==> src/rtl/cache_test_gen_pkg.sv <==
// Shared constants and LFSR step helper for the cache traffic generator.
// Request encodings are shared with the CPU-side request port.
package cache_test_gen_pkg;

   localparam logic        REQ_READ  = 1'b0;
   localparam logic        REQ_WRITE = 1'b1;
   localparam int          BUS_64    = 64;
   // Galois taps for x^32 + x^22 + x^2 + x + 1 (right-shifting form)
   localparam logic [31:0] LFSR_TAPS = 32'h8020_0003;

   typedef logic [BUS_64-1:0] addr_t;

   function automatic logic [31:0] lfsr_step(input logic [31:0] s);
      logic [31:0] r;
      r = {1'b0, s[31:1]};
      if (s[0]) begin
         r = r ^ LFSR_TAPS;
      end else begin
         r = r;
      end
      return r;
   endfunction

endpackage

==> src/rtl/cache_test_lfsr.sv <==
// Combinational LFSR unroll: word j of the pattern is the state after j+1 steps;
// next_state is the state after WORDS steps.
module cache_test_lfsr
   import cache_test_gen_pkg::*;
#(
   parameter int WORDS = 16
) (
   input  logic [31:0]         state,
   output logic [WORDS*32-1:0] pattern,
   output logic [31:0]         next_state
);

   logic [31:0] walk_s;

   // Walk the LFSR WORDS steps, capturing each intermediate state as a data word
   always_comb begin
      walk_s  = state;
      pattern = '0;
      for (int j = 0; j < WORDS; j++) begin
         walk_s              = lfsr_step(walk_s);
         pattern[32*j +: 32] = walk_s;
      end
      next_state = walk_s;
   end

endmodule

==> src/rtl/cache_test_gen.sv <==
// Cache traffic generator/checker: writes NUM_LINES LFSR-patterned lines, reads
// them back, compares against regenerated data and reports pass/fail.
module cache_test_gen
   import cache_test_gen_pkg::*;
#(
   parameter int          DATA_W     = 512,
   parameter int          NUM_LINES  = 16,
   parameter logic [63:0] BASE_ADDR  = 64'h8000_0000,
   parameter int          GAP_CYCLES = 1000,
   parameter int          MODE       = 0,
   parameter logic [31:0] SEED       = 32'hACE1_2021
) (
   input  logic              clk,
   input  logic              rst,
   input  logic              i_start,
   input  logic              i_ack,
   input  logic [DATA_W-1:0] i_rdata,
   output logic              o_req,
   output logic [BUS_64-1:0] o_addr,
   output logic              o_op,
   output logic [DATA_W-1:0] o_wdata,
   output logic              o_busy,
   output logic              o_done,
   output logic              o_pass,
   output logic [15:0]       o_err_cnt,
   output logic [BUS_64-1:0] o_fail_addr
);

   localparam int          WORDS      = DATA_W / 32;
   localparam logic [63:0] LINE_BYTES = 64'(DATA_W / 8);
   // GAP always holds at least one cycle so o_req is low after every handshake
   localparam logic [31:0] GAP_LOAD   = (GAP_CYCLES > 0) ? 32'(GAP_CYCLES - 1) : 32'd0;
   localparam logic [15:0] LAST_LINE  = 16'(NUM_LINES - 1);

   typedef enum logic [1:0] {
      ST_IDLE = 2'd0,
      ST_GAP  = 2'd1,
      ST_REQ  = 2'd2,
      ST_DONE = 2'd3
   } state_t;

   state_t            state_r;
   state_t            state_s;
   logic [31:0]       gap_cnt_r;
   logic [15:0]       line_r;
   logic              op_r;
   logic [31:0]       lfsr_r;
   logic [DATA_W-1:0] exp_r;
   logic [DATA_W-1:0] pat_s;
   logic [31:0]       lfsr_next_s;
   logic [DATA_W-1:0] expected_s;
   logic              hs_s;
   logic              start_ok_s;
   logic              last_line_s;
   logic              mismatch_s;
   logic [15:0]       err_next_s;

   cache_test_lfsr #(.WORDS(WORDS)) u_lfsr (
      .state      (lfsr_r),
      .pattern    (pat_s),
      .next_state (lfsr_next_s)
   );

   // Handshake, start qualification and readback comparison
   always_comb begin
      hs_s        = o_req & i_ack;
      start_ok_s  = i_start & ((state_r == ST_IDLE) | (state_r == ST_DONE));
      last_line_s = (line_r == LAST_LINE);
      if (MODE == 0) begin
         expected_s = o_wdata;
      end else begin
         expected_s = exp_r;
      end
      mismatch_s = hs_s & (op_r == REQ_READ) & (i_rdata != expected_s);
      if (mismatch_s && (o_err_cnt != 16'hFFFF)) begin
         err_next_s = o_err_cnt + 16'd1;
      end else begin
         err_next_s = o_err_cnt;
      end
   end

   // Next-state logic
   always_comb begin
      state_s = state_r;
      case (state_r)
         ST_IDLE: begin
            if (start_ok_s) state_s = ST_GAP;
            else            state_s = ST_IDLE;
         end
         ST_GAP: begin
            if (gap_cnt_r == 32'd0) state_s = ST_REQ;
            else                    state_s = ST_GAP;
         end
         ST_REQ: begin
            if (hs_s && (op_r == REQ_READ) && last_line_s) state_s = ST_DONE;
            else if (hs_s)                                 state_s = ST_GAP;
            else                                           state_s = ST_REQ;
         end
         ST_DONE: begin
            if (start_ok_s) state_s = ST_GAP;
            else            state_s = ST_DONE;
         end
         default: state_s = ST_IDLE;
      endcase
   end

   // State, datapath and registered outputs
   always_ff @(posedge clk) begin
      if (rst) begin
         state_r     <= ST_IDLE;
         gap_cnt_r   <= 32'd0;
         line_r      <= 16'd0;
         op_r        <= REQ_WRITE;
         lfsr_r      <= SEED;
         exp_r       <= '0;
         o_req       <= 1'b0;
         o_addr      <= 64'd0;
         o_op        <= 1'b0;
         o_wdata     <= '0;
         o_busy      <= 1'b0;
         o_done      <= 1'b0;
         o_pass      <= 1'b0;
         o_err_cnt   <= 16'd0;
         o_fail_addr <= 64'd0;
      end else begin
         state_r <= state_s;
         case (state_r)
            ST_IDLE, ST_DONE: begin
               if (start_ok_s) begin
                  o_busy      <= 1'b1;
                  o_done      <= 1'b0;
                  o_pass      <= 1'b0;
                  o_err_cnt   <= 16'd0;
                  o_fail_addr <= 64'd0;
                  line_r      <= 16'd0;
                  lfsr_r      <= SEED;
                  op_r        <= REQ_WRITE;
                  gap_cnt_r   <= GAP_LOAD;
               end
            end
            ST_GAP: begin
               if (gap_cnt_r == 32'd0) begin
                  o_req  <= 1'b1;
                  o_addr <= BASE_ADDR + ({48'd0, line_r} * LINE_BYTES);
                  o_op   <= op_r;
                  // Interleaved reads compare against o_wdata, so only writes
                  // and burst-mode reads consume LFSR steps.
                  if (op_r == REQ_WRITE) begin
                     o_wdata <= pat_s;
                     lfsr_r  <= lfsr_next_s;
                  end else if (MODE != 0) begin
                     exp_r  <= pat_s;
                     lfsr_r <= lfsr_next_s;
                  end
               end else begin
                  gap_cnt_r <= gap_cnt_r - 32'd1;
               end
            end
            ST_REQ: begin
               if (hs_s) begin
                  o_req     <= 1'b0;
                  gap_cnt_r <= GAP_LOAD;
                  o_err_cnt <= err_next_s;
                  if (mismatch_s && (o_err_cnt == 16'd0)) o_fail_addr <= o_addr;
                  if (op_r == REQ_READ) begin
                     if (last_line_s) begin
                        o_busy <= 1'b0;
                        o_done <= 1'b1;
                        o_pass <= (err_next_s == 16'd0);
                     end else begin
                        line_r <= line_r + 16'd1;
                        if (MODE == 0) op_r <= REQ_WRITE;
                     end
                  end else if (MODE == 0) begin
                     op_r <= REQ_READ;
                  end else if (last_line_s) begin
                     line_r <= 16'd0;
                     op_r   <= REQ_READ;
                     lfsr_r <= SEED;
                  end else begin
                     line_r <= line_r + 16'd1;
                  end
               end
            end
            default: begin
               state_r <= ST_IDLE;
            end
         endcase
      end
   end

endmodule

==> config.mk <==
export PLATFORM = sky130hd
export DESIGN_NAME = cache_test_gen
export DESIGN_NICKNAME = d
export VERILOG_FILES = /design/src/rtl/cache_test_gen_pkg.sv /design/src/rtl/cache_test_lfsr.sv /design/src/rtl/cache_test_gen.sv
export SDC_FILE = /design/constraint.sdc
export NUM_CORES = 1
export LEC_CHECK = 0
export BUFFER_PORTS_ARGS = -buffer_cell sky130_fd_sc_hd__buf_2
export CAP_MARGIN = 25
export CORE_AREA = 2 2 462 464
export DETAILED_ROUTE_END_ITERATION = 16
export DIE_AREA = 0 0 464 466
export GPL_ROUTABILITY_DRIVEN = 1
export GPL_TIMING_DRIVEN = 1
export SETUP_SLACK_MARGIN = 0.3
export SLEW_MARGIN = 20
export SYNTH_ARGS = -nofsm -noshare
export SYNTH_HDL_FRONTEND = slang
export SYNTH_SLANG_ARGS = --single-unit
export TNS_END_PERCENT = 100
==> constraint.sdc <==
create_clock -name clk -period 4.5 [get_ports clk]
set_clock_uncertainty 0.05 [all_clocks]
set_input_delay 1.35 -clock clk [delete_from_list [all_inputs] [get_ports clk]]
set_output_delay 1.35 -clock clk [all_outputs]
set_load 0.005 [all_outputs]
==> results.md <==
- Of the total power, registers draw 39.1%.
- The layer with the highest usage is met2.
- The number of global-route vias before repair is 17,767.
- For the worst setup path, the data arrival time is 4460 ps.
- Internal power comes to 0.00360 W.
- Entering global routing, the biggest net connects 123 pins.
- Counting flops with a built-in enable in the synthesized netlist gives 0.
- In the synthesized netlist the dominant register cell turns out to be sky130_fd_sc_hd__dfxtp_1.
- During synthesis, Yosys emitted a total of 0 warnings.
- The sequential-to-total area share from yosys stat is 22.9%.
- The worst hold slack is 406 ps.
- Before antenna repair, the detailed router went through 6 iterations.
- Timing would allow up to 244 MHz.
- The detail route stage leaves a number of antenna-violating nets equal to 0.
- The detailed placer's ending HPWL is 126 mm.
- The overall routing resource usage is 13.1%.
- The worst setup path category is in -> reg.
- In the layout the commonest cells are 1,081 x sky130_fd_sc_hd__buf_2, 318 x sky130_fd_sc_hd__xnor2_1, 189 x sky130_fd_sc_hd__nand2_1.
- The cell at the slowest stage of the critical path is sky130_fd_sc_hd__a2111oi_1.
- The net count reported at finish is 3,671.
- The share of total power dissipated in the clock network is 41.7%.
- Counting tap cells, the placed design contains a total of 5,939 instances.
- In this run the cell area measured after placement is 25,000 um^2.
- Setup repair after global routing left no endpoint under its margin.
- The number of DRC violations after detailed routing is 0.
- The average wire per cell in the routed design is 25.1 um.
- The analysis attributes to cell leakage a power of 11.3 nW.
- The fraction of layout cells with a size suffix above 1 is 43.6%.
- The clock latency reported for the late side of the worst-skew pair is 550 ps.
- The area added between synthesis and finish is 38.6%.
- For the pin with the worst max-slew slack, the measured transition is 1050 ps.
- The final routed wirelength across all metal layers is 151 mm.
- In the global route stage, met3 resource usage came out at 2.75%.
- In this run the vertical extent of the chip is 466 um.
- In this design, the stage delay of the slowest critical-path cell is 700 ps.
- The hold buffer count at cts is 0.
- After synthesis, the share of flip-flops with an asynchronous set or reset is 0%.
- The setup violation total in the final timing report is 0.
- The die covers 216,000 um^2.
- The initial utilization of the core area, before any placement, comes to 8.89%.
- The first global-routing pass estimated 185 mm of wire.
- For this design the ratio of total power to cell area is 195 nW/um^2.
- The final standard cell count with taps included and fillers excluded is 6,019.
- The worst-case clock buffer depth is 3.
- The share of the cycle needed by the critical path after routing is 90.9%.
- The synthesized netlist occupies a cell area of 18,800 um^2.
- The setup check on the worst reg-to-reg path leaves a slack of 490 ps.
- The number of max-cap violations is 0.
- Routability-driven placement finished with a final weighted congestion of 0.951.
- Headroom to the max-slew limit came out at 29.6%.
- In this run, the number of DRC markers left after iteration 0 of detailed routing was 1,647.
- The most common library cell in the layout ignoring fill and taps is sky130_fd_sc_hd__buf_2.
- Walking the worst path, the cells encountered are buf_2 -> or3_1 -> a2111oi_1 -> buf_4 -> nand4_1 -> buf_4 -> nor4_1 -> and4_4 -> buf_12 -> buf_12 -> nor3_1 -> a31oi_1 -> a211oi_2 -> a22o_1.
- The aggregate global routing overflow is 0.
- The clock tree from TritonCTS is done.
- The worst hold-check path type is reg -> reg.
- The initialized floorplan defines 169 standard-cell rows.
- The smallest clock period supported by the final layout is computed as 4090 ps.
- From left edge to right edge, the die measures 464 um.
- The count of unique library cells instantiated by Yosys is 78.
- Counting the buffers created by CTS gives 23.
- The peak supply drop is 0.000255 V.
- Clock-pin slew was measured on the worst setup and hold paths at 70 ps.
- The largest driver fanout on the critical path is 6.
- The total power is 0.00508 W.
- The hold violation total from the final report is 0.
- The area of the placeable core is 211,000 um^2.
- Clock tree synthesis found a total of 215 sinks.
- The share of total power consumed by net switching is 29.2%.
- The final number of max-transition violations is 0.
- The number of antenna violations at the first check in global routing is 85.
- For this design the top-level I/O count stands at 1,177.
- The detailed router placed 20,092 vias in this run.
- In this run the number of H-tree levels came out at 1.
- The met2 usage is 23.2%.
- Input and output buffers added on the ports amount to 1,082.
- The critical path required time is 4870 ps.
- For met1 alone, demand over resource in global routing was 15.0%.
- The critical path endpoint category is a register.
- The proportion of power drawn by combinational gates is 19.2%.
- In this run the power spent charging and discharging nets is 0.00148 W.
- Each instance of the synthesized netlist takes up on average 7.71 um^2.
- The average via count per standard cell is 3.34.
- After filler insertion, the fill cell instance count of the layout stands at 24,549.
- Counting flops and latches in the post-synthesis netlist gives 215.
- After routing the design area is 26,000 um^2.
- The run finished with clean final reports.
- Counting every instance in the synthesized netlist gives 2,436.
- The worst setup path is launched from an input pin.
- Clock tree synthesis selected as its root buffer the cell sky130_fd_sc_hd__clkbuf_16.
==> path summary, 6_finish.rpt <==
path | from | to | depth (start not counted)
worst max-delay path | i_rdata[159] | o_pass | 14
worst min-delay path | o_done | o_done | 2
worst max register to register | o_wdata[246] | o_pass | 13
worst min register to register | o_done | o_done | 2
==> layout make-up <==
class                      count  area (um^2)  share of cell area [%]
sequential                   215         4390                    16.9
inverter                      39          146                   0.562
clock buffer                  32          681                    2.61
timing repair buffer        1257         6900                    26.5
tap                         2821         3530                    13.6
multi-input combinational   1611        10200                    39.1
antenna                       34         85.1                   0.327
clock inverter                10          138                   0.529
==> worst max-delay path: cells and delay by family <==
family / cells / cell delay [ps]
AOI/OAI and AO/OA: 4 / 1200
and+or+nand+nor: 5 / 1100
buffers and inverters: 5 / 800
==> power by group through the flow <==
| stage | clock network [W] | logic [W] | registers (W) |
|---|---|---|---|
| after floorplan | 0 | 0.000536 | 0.00200 |
| after detailed placement | 0 | 0.000973 | 0.00204 |
| after global routing | 0.00224 | 0.00106 | 0.00199 |
| after global placement | 0 | 0.000968 | 0.00204 |
| after CTS | 0.00216 | 0.000979 | 0.00199 |
| final | 0.00212 | 0.000976 | 0.00199 |
==> per-stage QoR <==
step,setup slack (ps),setup TNS (ps),util (%)
after floorplan,472,0,-
after global placement,-280,-6530,11.8
after detailed placement,-291,-6150,11.8
after CTS,301,0,12.2
after global routing,300,0,12.3
final,408,0,12.3
==> metal layers <==
metal / vias to the layer above / share of wire [%] / routed length, um
li1: 9127 / - / -
met1: 9461 / 38 / 57200
met2: 1212 / 49 / 74300
met3: 278 / 7.4 / 11100
met4: 14 / 5.5 / 8380
met5: - / 0.060 / 91
==> cells by family after synthesis <==
kind of cell               after synthesis  share of synthesized area, %
AOI/OAI and AO/OA                      300                          9.84
DFF                                    215                          22.9
other                                    1                        0.0200
xor gates and xnor gates               420                          20.2
muxes                                    5                         0.266
buffers and inverters                  703                          25.1
adders and majority gates                8                         0.533
and+or+nand+nor                        784                          21.1
==> cells in the mapped netlist, types with 9 or more instances <==
cell	number	area [um^2]
sky130_fd_sc_hd__buf_1	18	67.6
sky130_fd_sc_hd__nor3_1	67	335
sky130_fd_sc_hd__o2111ai_1	9	78.8
sky130_fd_sc_hd__o21ai_0	28	140
sky130_fd_sc_hd__clkbuf_1	96	360
sky130_fd_sc_hd__nand4_1	116	726
sky130_fd_sc_hd__nor4_1	55	344
sky130_fd_sc_hd__a21oi_1	145	726
sky130_fd_sc_hd__nand2_1	189	709
sky130_fd_sc_hd__and3_1	38	238
sky130_fd_sc_hd__nand2b_1	27	169
sky130_fd_sc_hd__xnor2_1	319	2790
sky130_fd_sc_hd__o22ai_1	26	163
sky130_fd_sc_hd__a22oi_1	17	128
sky130_fd_sc_hd__or3_1	27	169
sky130_fd_sc_hd__a211oi_1	18	135
sky130_fd_sc_hd__xor2_1	91	797
sky130_fd_sc_hd__buf_4	531	3990
sky130_fd_sc_hd__or4_1	11	82.6
sky130_fd_sc_hd__nor2b_1	9	56.3
sky130_fd_sc_hd__nand3_1	50	250
sky130_fd_sc_hd__buf_2	10	50.1
sky130_fd_sc_hd__nor2_1	159	597
sky130_fd_sc_hd__dfxtp_1	215	4300
sky130_fd_sc_hd__inv_1	38	143
==> timing repair <==
action / 4_1_cts / 5_1_grt
setup buffers: 1 / 2
endpoints found under the setup margin: 20 / 30
resized for setup: 3 / 13
endpoints found under the hold margin: 0 / 0
pin swaps: 2 / 7
cloned: 0 / 1
==> sequential cells by signal, summed over array words and instances, names as in the netlist, 2 cells and up <==
| name | count |
|---|---|
| o_err_cnt | 16 |
| state_r | 2 |
| lfsr_r | 32 |
| o_wdata | 77 |
| gap_cnt_r | 32 |
| o_fail_addr | 17 |
| line_r | 16 |
| o_addr | 17 |
Power figures use the tool's default switching activity.
